`config.mk`:
```
export PLATFORM = sky130hd
export DESIGN_NAME = filter_compactor
export DESIGN_NICKNAME = d
export VERILOG_FILES = /design/src/rtl/preprocess_pkg.sv /design/src/rtl/first_one_finder.sv /design/src/rtl/filter_compactor.sv
export SDC_FILE = /design/constraint.sdc
export NUM_CORES = 2
export LEC_CHECK = 0
export ABC_AREA = 1
export CAP_MARGIN = 20
export CORE_UTILIZATION = 40
export DETAILED_ROUTE_END_ITERATION = 16
export HOLD_SLACK_MARGIN = 0.12
export PLACE_DENSITY = 0.73
export SETUP_SLACK_MARGIN = 0.4
export SYNTH_ARGS = -nofsm -noshare
export SYNTH_HDL_FRONTEND = slang
export SYNTH_HIERARCHICAL = 1
export SYNTH_SLANG_ARGS = --single-unit
```
`constraint.sdc`:
```
create_clock -name clk -period 17.7 [get_ports clk]
set_clock_uncertainty 0.2 [all_clocks]
set_input_delay 3.54 -clock clk [delete_from_list [all_inputs] [get_ports clk]]
set_output_delay 3.54 -clock clk [all_outputs]
set_load 0.01 [all_outputs]
```
`src/rtl/preprocess_pkg.sv`:
```
// Shared defaults and state encoding for the filter preprocessing blocks.
package preprocess_pkg;

    localparam int unsigned NUM_ENTRY_DEFAULT = 36;
    localparam int unsigned WW_DEFAULT        = 5;
    localparam int unsigned OW_DEFAULT        = 6;

    typedef enum logic {
        IDLE = 1'b0,
        SCAN = 1'b1
    } state_t;

endpackage

```
`src/rtl/first_one_finder.sv`:
```
// Lowest-set-bit priority encoder: index of the first 1 and a found flag.
module first_one_finder #(
    parameter int unsigned N  = 36,
    parameter int unsigned IW = $clog2(N)
) (
    input  logic [N-1:0]  vec,
    output logic [IW-1:0] idx,
    output logic          found
);

    // Scan high to low so the lowest set bit wins.
    always_comb begin
        idx   = '0;
        found = 1'b0;
        for (int i = N - 1; i >= 0; i--) begin
            if (vec[i]) begin
                idx   = IW'(i);
                found = 1'b1;
            end
        end
    end

endmodule

```
`src/rtl/filter_compactor.sv`:
```
// Accepts a frame of filter entries and streams the kept ones out one per
// cycle in ascending index order.
module filter_compactor
    import preprocess_pkg::*;
#(
    parameter  int unsigned NUM_ENTRY = NUM_ENTRY_DEFAULT,
    parameter  int unsigned WW        = WW_DEFAULT,
    parameter  int unsigned OW        = OW_DEFAULT,
    localparam int unsigned IW        = $clog2(NUM_ENTRY),
    localparam int unsigned CW        = $clog2(NUM_ENTRY + 1)
) (
    input  logic                    clk,
    input  logic                    reset,
    input  logic                    in_valid,
    output logic                    in_ready,
    input  logic [NUM_ENTRY-1:0]    in_bit,
    input  logic [NUM_ENTRY*WW-1:0] in_weight,
    input  logic [NUM_ENTRY*OW-1:0] in_out,
    input  logic [NUM_ENTRY-1:0]    in_drop,
    output logic                    out_valid,
    input  logic                    out_ready,
    output logic                    out_bit,
    output logic [WW-1:0]           out_weight,
    output logic [OW-1:0]           out_out,
    output logic [IW-1:0]           out_index,
    output logic                    out_last,
    output logic [CW-1:0]           kept_count,
    output logic                    frame_empty
);

    state_t                  state;
    logic [NUM_ENTRY-1:0]    mask;
    logic [NUM_ENTRY-1:0]    bit_q;
    logic [NUM_ENTRY*WW-1:0] weight_q;
    logic [NUM_ENTRY*OW-1:0] out_q;
    logic [IW-1:0]           idx;

    logic [NUM_ENTRY-1:0]    keep_vec;
    logic [NUM_ENTRY-1:0]    rest_mask;
    logic [NUM_ENTRY-1:0]    find_vec;
    logic [IW-1:0]           find_idx;
    logic                    find_ok;
    logic                    find_single;
    logic [CW-1:0]           kept_c;

    // One encoder serves both the first pick at acceptance and each advance.
    always_comb begin
        keep_vec    = ~in_drop;
        rest_mask   = mask & ~(NUM_ENTRY'(1) << idx);
        find_vec    = (state == IDLE) ? keep_vec : rest_mask;
        find_single = (find_vec & (find_vec - NUM_ENTRY'(1))) == '0;
        kept_c      = '0;
        for (int i = 0; i < NUM_ENTRY; i++) begin
            kept_c = kept_c + CW'(keep_vec[i]);
        end
    end

    first_one_finder #(
        .N  (NUM_ENTRY),
        .IW (IW)
    ) u_finder (
        .vec   (find_vec),
        .idx   (find_idx),
        .found (find_ok)
    );

    always_ff @(posedge clk or posedge reset) begin
        if (reset) begin
            state       <= IDLE;
            idx         <= '0;
            mask        <= '0;
            bit_q       <= '0;
            weight_q    <= '0;
            out_q       <= '0;
            kept_count  <= '0;
            frame_empty <= 1'b0;
            in_ready    <= 1'b1;
            out_valid   <= 1'b0;
            out_last    <= 1'b0;
            out_bit     <= 1'b0;
            out_weight  <= '0;
            out_out     <= '0;
            out_index   <= '0;
        end else begin
            frame_empty <= 1'b0;
            case (state)
                IDLE: begin
                    if (in_valid) begin
                        bit_q      <= in_bit;
                        weight_q   <= in_weight;
                        out_q      <= in_out;
                        mask       <= keep_vec;
                        kept_count <= kept_c;
                        idx        <= find_idx;
                        if (find_ok) begin
                            state      <= SCAN;
                            in_ready   <= 1'b0;
                            out_valid  <= 1'b1;
                            out_last   <= find_single;
                            out_index  <= find_idx;
                            out_bit    <= in_bit[find_idx];
                            out_weight <= in_weight[find_idx*WW +: WW];
                            out_out    <= in_out[find_idx*OW +: OW];
                        end else begin
                            frame_empty <= 1'b1;
                        end
                    end
                end
                SCAN: begin
                    if (out_ready) begin
                        mask <= rest_mask;
                        if (out_last) begin
                            state     <= IDLE;
                            in_ready  <= 1'b1;
                            out_valid <= 1'b0;
                            out_last  <= 1'b0;
                        end else begin
                            idx        <= find_idx;
                            out_last   <= find_single;
                            out_index  <= find_idx;
                            out_bit    <= bit_q[find_idx];
                            out_weight <= weight_q[find_idx*WW +: WW];
                            out_out    <= out_q[find_idx*OW +: OW];
                        end
                    end
                end
                default: state <= IDLE;
            endcase
        end
    end

endmodule

```
=== Word level (Yosys, flattened, before mapping) ===
Index checks and enable logic that the tools add are counted.

* Input bits: 472
* Logic and storage cells: 201
* Output and inout port bits: 28
* Bits in registers: 503

* Shift operators: 5
* Multipliers: 2
* Reduce and logical (&&, ||, !) cells: 7
* Magnitude comparators: 1
* Equal/unequal tests: 5
* Muxes and demuxes: 125
* Add/sub/neg operators: 36
* Bitwise logic cells: 5

{| class="wikitable"
|+ Operators with widths
! cell !! number
|-
| 216-bit by 10-bit indexed part select with 6-bit output || 2
|-
| 180-bit by 10-bit indexed part select with 5-bit output || 2
|-
| 6-bit two-way mux || 45
|-
| 6-bit by 1-bit adder with 6-bit output || 30
|-
| 36-bit two-way mux || 3
|-
| 36-bit AND || 2
|-
| 36-bit NOT || 2
|-
| 36-bit one-hot mux with 2 select lines || 1
|-
| 1-bit two-way mux || 61
|-
| 36-bit logical NOT || 1
|-
| 6-bit one-hot mux with 2 select lines || 3
|-
| 1-bit by 6-bit left shift with 36-bit output, first input constant || 1
|-
| 36-bit by 1-bit subtractor with 36-bit output, second input constant || 1
|-
| 5-bit two-way mux || 4
|-
| 1-bit binary-select mux with 6-bit select || 2
|-
| 2-bit != test, second input constant || 5
|-
| 1-bit one-hot mux with 2 select lines || 5
|-
| 5-bit one-hot mux with 2 select lines || 1
|-
| 6-bit by 3-bit multiplier with 9-bit output, second input constant || 1
|-
| 6-bit by 2-bit multiplier with 8-bit output, second input constant || 1
|-
| 4-bit AND reduction || 2
|-
| 6-bit by 7-bit < comparator with 1-bit output, second input constant || 1
|-
| 5-bit by 1-bit adder with 6-bit output || 1
|-
| 3-bit AND reduction || 2
|-
| 6 further kinds || 7
|}

=== Depth between registers and ports, before layout ===
* Depth after elaboration: 45
* Depth in mapped cells: 57
* Depth with buffers taken out: 53

=== By module ===
The synthesis kept the hierarchy.

{| class="wikitable"
|+ Modules (own cells, without submodules)
! module !! area each (sq um) !! seq. area each (sq um) !! times used !! cells each
|-
| filter_compactor || 29657.2 || 12588.3 || 1 || 4204
|-
| first_one_finder || 514.2 || 0.0 || 1 || 123
|}

=== Worst setup path before layout ===
No wires, ideal clock.

* Path type: input -> register
* Start point: in in_drop[29]
* End point: reg kept_count[4]
* Required time: 17.383 ns
* Buffers on the path: 0
* Setup time: 0.117 ns
* Path slack: 9.822 ns
* Data arrival time: 7.561 ns
* Stages on the path: 19
* Cell sequence: fa_1 inv_1 fa_1 fa_1 fa_1 fa_1 inv_1 fa_1 inv_1 ha_1 inv_1 fa_1 inv_1 a21oi_1 nor2_1 nor2_1 xnor2_1 nand2_1 nand2_1

* Cells in the longest elaborated chain, start to end: 8

{| class="wikitable"
|+ RTL lines
! item !! RTL line !! text
|-
| from (decl) || filter_compactor.sv:19 || <nowiki>input logic [NUM_ENTRY-1:0] in_drop,</nowiki>
|-
| 36-bit NOT || filter_compactor.sv:48 || <nowiki>keep_vec = ~in_drop;</nowiki>
|-
| 6-bit by 1-bit adder with 6-bit output (7 in a row) || filter_compactor.sv:54 || <nowiki>kept_c = kept_c + CW'(keep_vec[i]);</nowiki>
|-
| to (signal assigned) || filter_compactor.sv:93 || <nowiki>kept_count <= kept_c;</nowiki>
|-
| to (decl) || filter_compactor.sv:27 || <nowiki>output logic [CW-1:0] kept_count,</nowiki>
|}

No other way between the ends.
A chain may end at the register's enable or synchronous reset.

=== Final worst setup path ===
* Start point: in in_drop[34]
* End point: reg out_out[0]

* Cells in the longest elaborated chain, start to end: 42
* Elaborated cells between the ends (all ways): 82
* Those cells by class: mul (1); eq/ne (1); shift (2); mux (76); bitwise (1); reduce/logical (1)

{| class="wikitable"
|+ RTL lines
! item !! RTL line !! text
|-
| 36-bit NOT (*) || filter_compactor.sv:48 ||
|-
| 36-bit two-way mux (*) || filter_compactor.sv:50 || <nowiki>find_vec = (state == IDLE) ? keep_vec : rest_mask;</nowiki>
|-
| named net find_vec[34] || filter_compactor.sv:40 || <nowiki>logic [NUM_ENTRY-1:0] find_vec;</nowiki>
|-
| 6-bit two-way mux (*) (35 in a row) || first_one_finder.sv:16 || <nowiki>if (vec[i]) begin</nowiki>
|-
| named net find_idx[0] || filter_compactor.sv:41 || <nowiki>logic [IW-1:0] find_idx;</nowiki>
|-
| 6-bit by 2-bit multiplier with 8-bit output (*) || filter_compactor.sv:103, filter_compactor.sv:123 ||
|-
| 216-bit by 10-bit indexed part select with 6-bit output (on tied branches) || filter_compactor.sv:123, filter_compactor.sv:103 ||
|-
| 6-bit two-way mux (on tied branches) || filter_compactor.sv:112, filter_compactor.sv:95 ||
|-
| 6-bit two-way mux (on tied branches) || filter_compactor.sv:110, filter_compactor.sv:88 ||
|-
| 6-bit one-hot mux with 2 select lines (*) || filter_compactor.sv:86 || <nowiki>case (state)</nowiki>
|-
| to (signal assigned) || filter_compactor.sv:103 || <nowiki>out_out <= in_out[find_idx*OW +: OW];</nowiki>
|-
| to (signal assigned) || filter_compactor.sv:123 || <nowiki>out_out <= out_q[find_idx*OW +: OW];</nowiki>
|-
| to (decl) || filter_compactor.sv:24 || <nowiki>output logic [OW-1:0] out_out,</nowiki>
|}

Mark *: on every way through the listed nets, which the timed path passes. The rest lies on a longest branch. The select of a mux whose other input is x is not followed.

==> results_dict.tcl <==
set metrics [dict create \
    place.gp.congestion 0.9552 \
    crit_slowest_cell "buf_4" \
    hold_path_class "flip-flop to flip-flop" \
    dieArea_um2 76530 \
    initial_core_util_pct 40.46 \
    sequentialPowerShare_pct 26.7 \
    power_density_nw_per_um2 175.3 \
    ant_nets 0 \
    crit_fanout 144 \
    endpoint_kind "flip-flop" \
    num_io_pins 500 \
    combPwrFrac_pct 54.0 \
    path_clk_slew_ps 60 \
    r2r_slack_ps 9860 \
    worstSkewPairLatency_ps 620 \
    cts_root_buf "clkbuf_16" \
    slew_headroom_pct 28.54 \
    r2r_cells 52 \
    hold_viol 0 \
    fin_setup_tns_ps 0 \
    maxCapViolCount 0 \
    h-tree-depth 2 \
    rsz0062_at_grt "false" \
    num-fill-cells 7334 \
    criticalPathCategory "input port to flip-flop" \
    switching_power_mw 3.080 \
    pwr-share-clk_pct 19.4 \
    avgViaCountPerCell 5.479 \
    reg2reg_from "state" \
    crit_end "out_out[0]" \
    crit_top_cell "nand2_1" \
    ctsHoldBuffers 0 \
    cp-start-kind "input port" \
    wl_met1_mm 45.41 \
    ir_drop_mv 0.1671 \
    netlist_area_um2 30170 \
    min_period_over_period_pct 54.28 \
    startpoint "in_drop[34]" \
    drc_errors 0 \
    route.met2.wl_mm 52.91 \
    final_max_slew_viol_count 0 \
    period_needed_ps 9607 \
    synth_cell_types 52 \
    port_buffers 499 \
    required_ps 18030 \
    switching_share_pct 46.77 \
    slowest_delay_ps 730 \
    antenna_found_initial 25 \
    clk_path_buf_depth 3 \
    dr.first_iter.drc_count 3549 \
    die_x_um 276.6 \
    finalSetupViolCount 0 \
    chipHeight_um 276.6 \
    setup_ws_ps 8093 \
    wl_mm 114.2 \
    worst_pin_slew_ps 1072 \
    dpl.hpwl_mm 78.56 \
    syn_inst 4327 \
    syn_nets 4835 \
    cts_tree "yes" \
    numCtsBuffers 57 \
    core_area_um2 74570 \
    post-place-ws_ps 7632 \
    cts_resized 0 \
    grt_pass1_vias 28790 \
    placementRows 100 \
    layout_common_cells "1207 x nand2_1, 747 x o21ai_0, 501 x dfrtp_1, 499 x clkdlybuf4s50_1, 429 x inv_1" \
    layout_commonest_cell "nand2_1" \
    synth-seq-cells 503 \
    syn_to_final_growth_pct 24.51 \
    r2r-end "out_out[0]" \
    post_cts_buffers 0 \
    avgSynthCellArea_um2 6.973 \
    grt_start_max_net_pins 258 \
    status "complete, no violations" \
    drive_gt1_share_pct 4.380 \
    yosysWarnings 6 \
    track_usage_pct 29.22 \
    arrival_ps 9940 \
    dr_wl_met3_mm 9.775 \
    top_layer "met5" \
    ys_seq_area_share_pct 41.72 \
    fmax_mhz 104.1 \
    num_vias 30910 \
    final_net_count 5119 \
    avgRoutedWirePerCell_um 20.24 \
    p_int_mw 3.505 \
    clock-sinks 503 \
    grt_pass1_wl_mm 173.4 \
    dr.pass1.iters 7 \
    power.leakage_nw 17.63 \
    overflow 0 \
]
==> stage by stage <==
stage	cell area, µm²	hold WS, ps	power (mW)	std cells	util, %
after CTS	37450	267.8	6.581	5624	50.22
after global placement	35460	248.0	5.224	5518	47.55
final	37570	263.4	6.585	5641	50.38
after floorplan	30180	236.7	4.126	4327	-
after global routing	37560	281.1	7.110	5638	50.37
after detailed placement	35460	252.9	5.285	5518	47.55
==> worst min path at each step <==
stage	from	end	slack, ps	cells past startpoint
after floorplan	bit_q[0]	bit_q[0]	240	2
after global placement	weight_q[11]	weight_q[11]	250	2
after detailed placement	weight_q[0]	weight_q[0]	250	2
after CTS	weight_q[43]	weight_q[43]	270	2
after global routing	out_q[15]	out_q[15]	280	2
final	bit_q[32]	bit_q[32]	260	2
==> cells by family after synthesis <==
group           count (synthesis)  share of synthesized area, %
fa+ha+maj                      36                         2.190
buf+inv                       755                         10.01
compound gates               1194                         21.52
xor+xnor                        2                       0.05807
simple gates                 1837                         24.50
flops                         503                         41.72
==> synthesized netlist by cell type, drive strengths merged <==
master,count,area (µm²)
nand2,1217,4593
o21ai,752,3764
dfrtp,502,12560
inv,444,1667
nor2,361,1429
a21oi,248,1267
clkbuf,227,882.1
nand3,224,1131
o211ai,104,780.8
buf,82,450.4
fa,28,560.5
o221ai,26,227.7
nand4,24,171.4
o22ai,24,150.1
a31oi,23,158.9
ha,8,100.1
nor3,7,40.04
a211oi,6,45.04
a22oi,3,36.28
o21bai,2,15.01
a21boi,1,7.510
a22o,1,8.760
a41oi,1,8.760
and3,1,6.260
bufinv,1,17.52
clkinv,1,3.750
dfstp,1,26.28
nand3b,1,7.510
nor4,1,6.260
o21a,1,7.510
o311ai,1,8.760
o31ai,1,7.510
or2,1,6.260
xnor2,1,8.760
xor2,1,8.760
==> power by group through the flow <==
stage / clock network (mW) / registers, mW / logic (mW)
detailed placement: 0 / 1.76 / 3.52
global route: 1.34 / 1.80 / 3.97
finish: 1.27 / 1.76 / 3.55
CTS: 1.29 / 1.75 / 3.54
global placement: 0 / 1.75 / 3.47
floorplan: 0 / 1.71 / 2.42
==> layer usage <==
layer,vias to the layer above,global-route usage [%]
met5,-,0
met4,20,14.50
met3,260,5.374
met2,1404,46.81
met1,14560,37.97
li1,14660,-
==> sequential cells by signal, indices dropped and copies added, names as in the netlist <==
register	count
bit_q	36
idx	6
weight_q	180
out_last	1
out_weight	5
frame_empty	1
out_q	216
out_index	6
out_bit	1
mask	36
kept_count	6
state	1
out_out	6
in_ready	1
out_valid	1
==> worst max-delay path: cells and delay by family <==
| family | cells | cell delay [ps] |
|---|---|---|
| buf+inv | 8 | 3220 |
| simple gates | 38 | 2140 |
| compound gates | 5 | 830 |
==> layout make-up <==
type,instances,area (µm²),area share (%)
Multi-Input combinational cell,3069,14650,39.00
Clock buffer,80,1675,4.460
Tap cell,969,1212,3.227
Timing Repair Buffer,534,5368,14.29
Sequential cell,503,12590,33.52
Inverter,446,1717,4.570
Clock inverter,26,317.8,0.8460
Antenna cell,14,35.03,0.09326
Power figures use the tool's default switching activity.
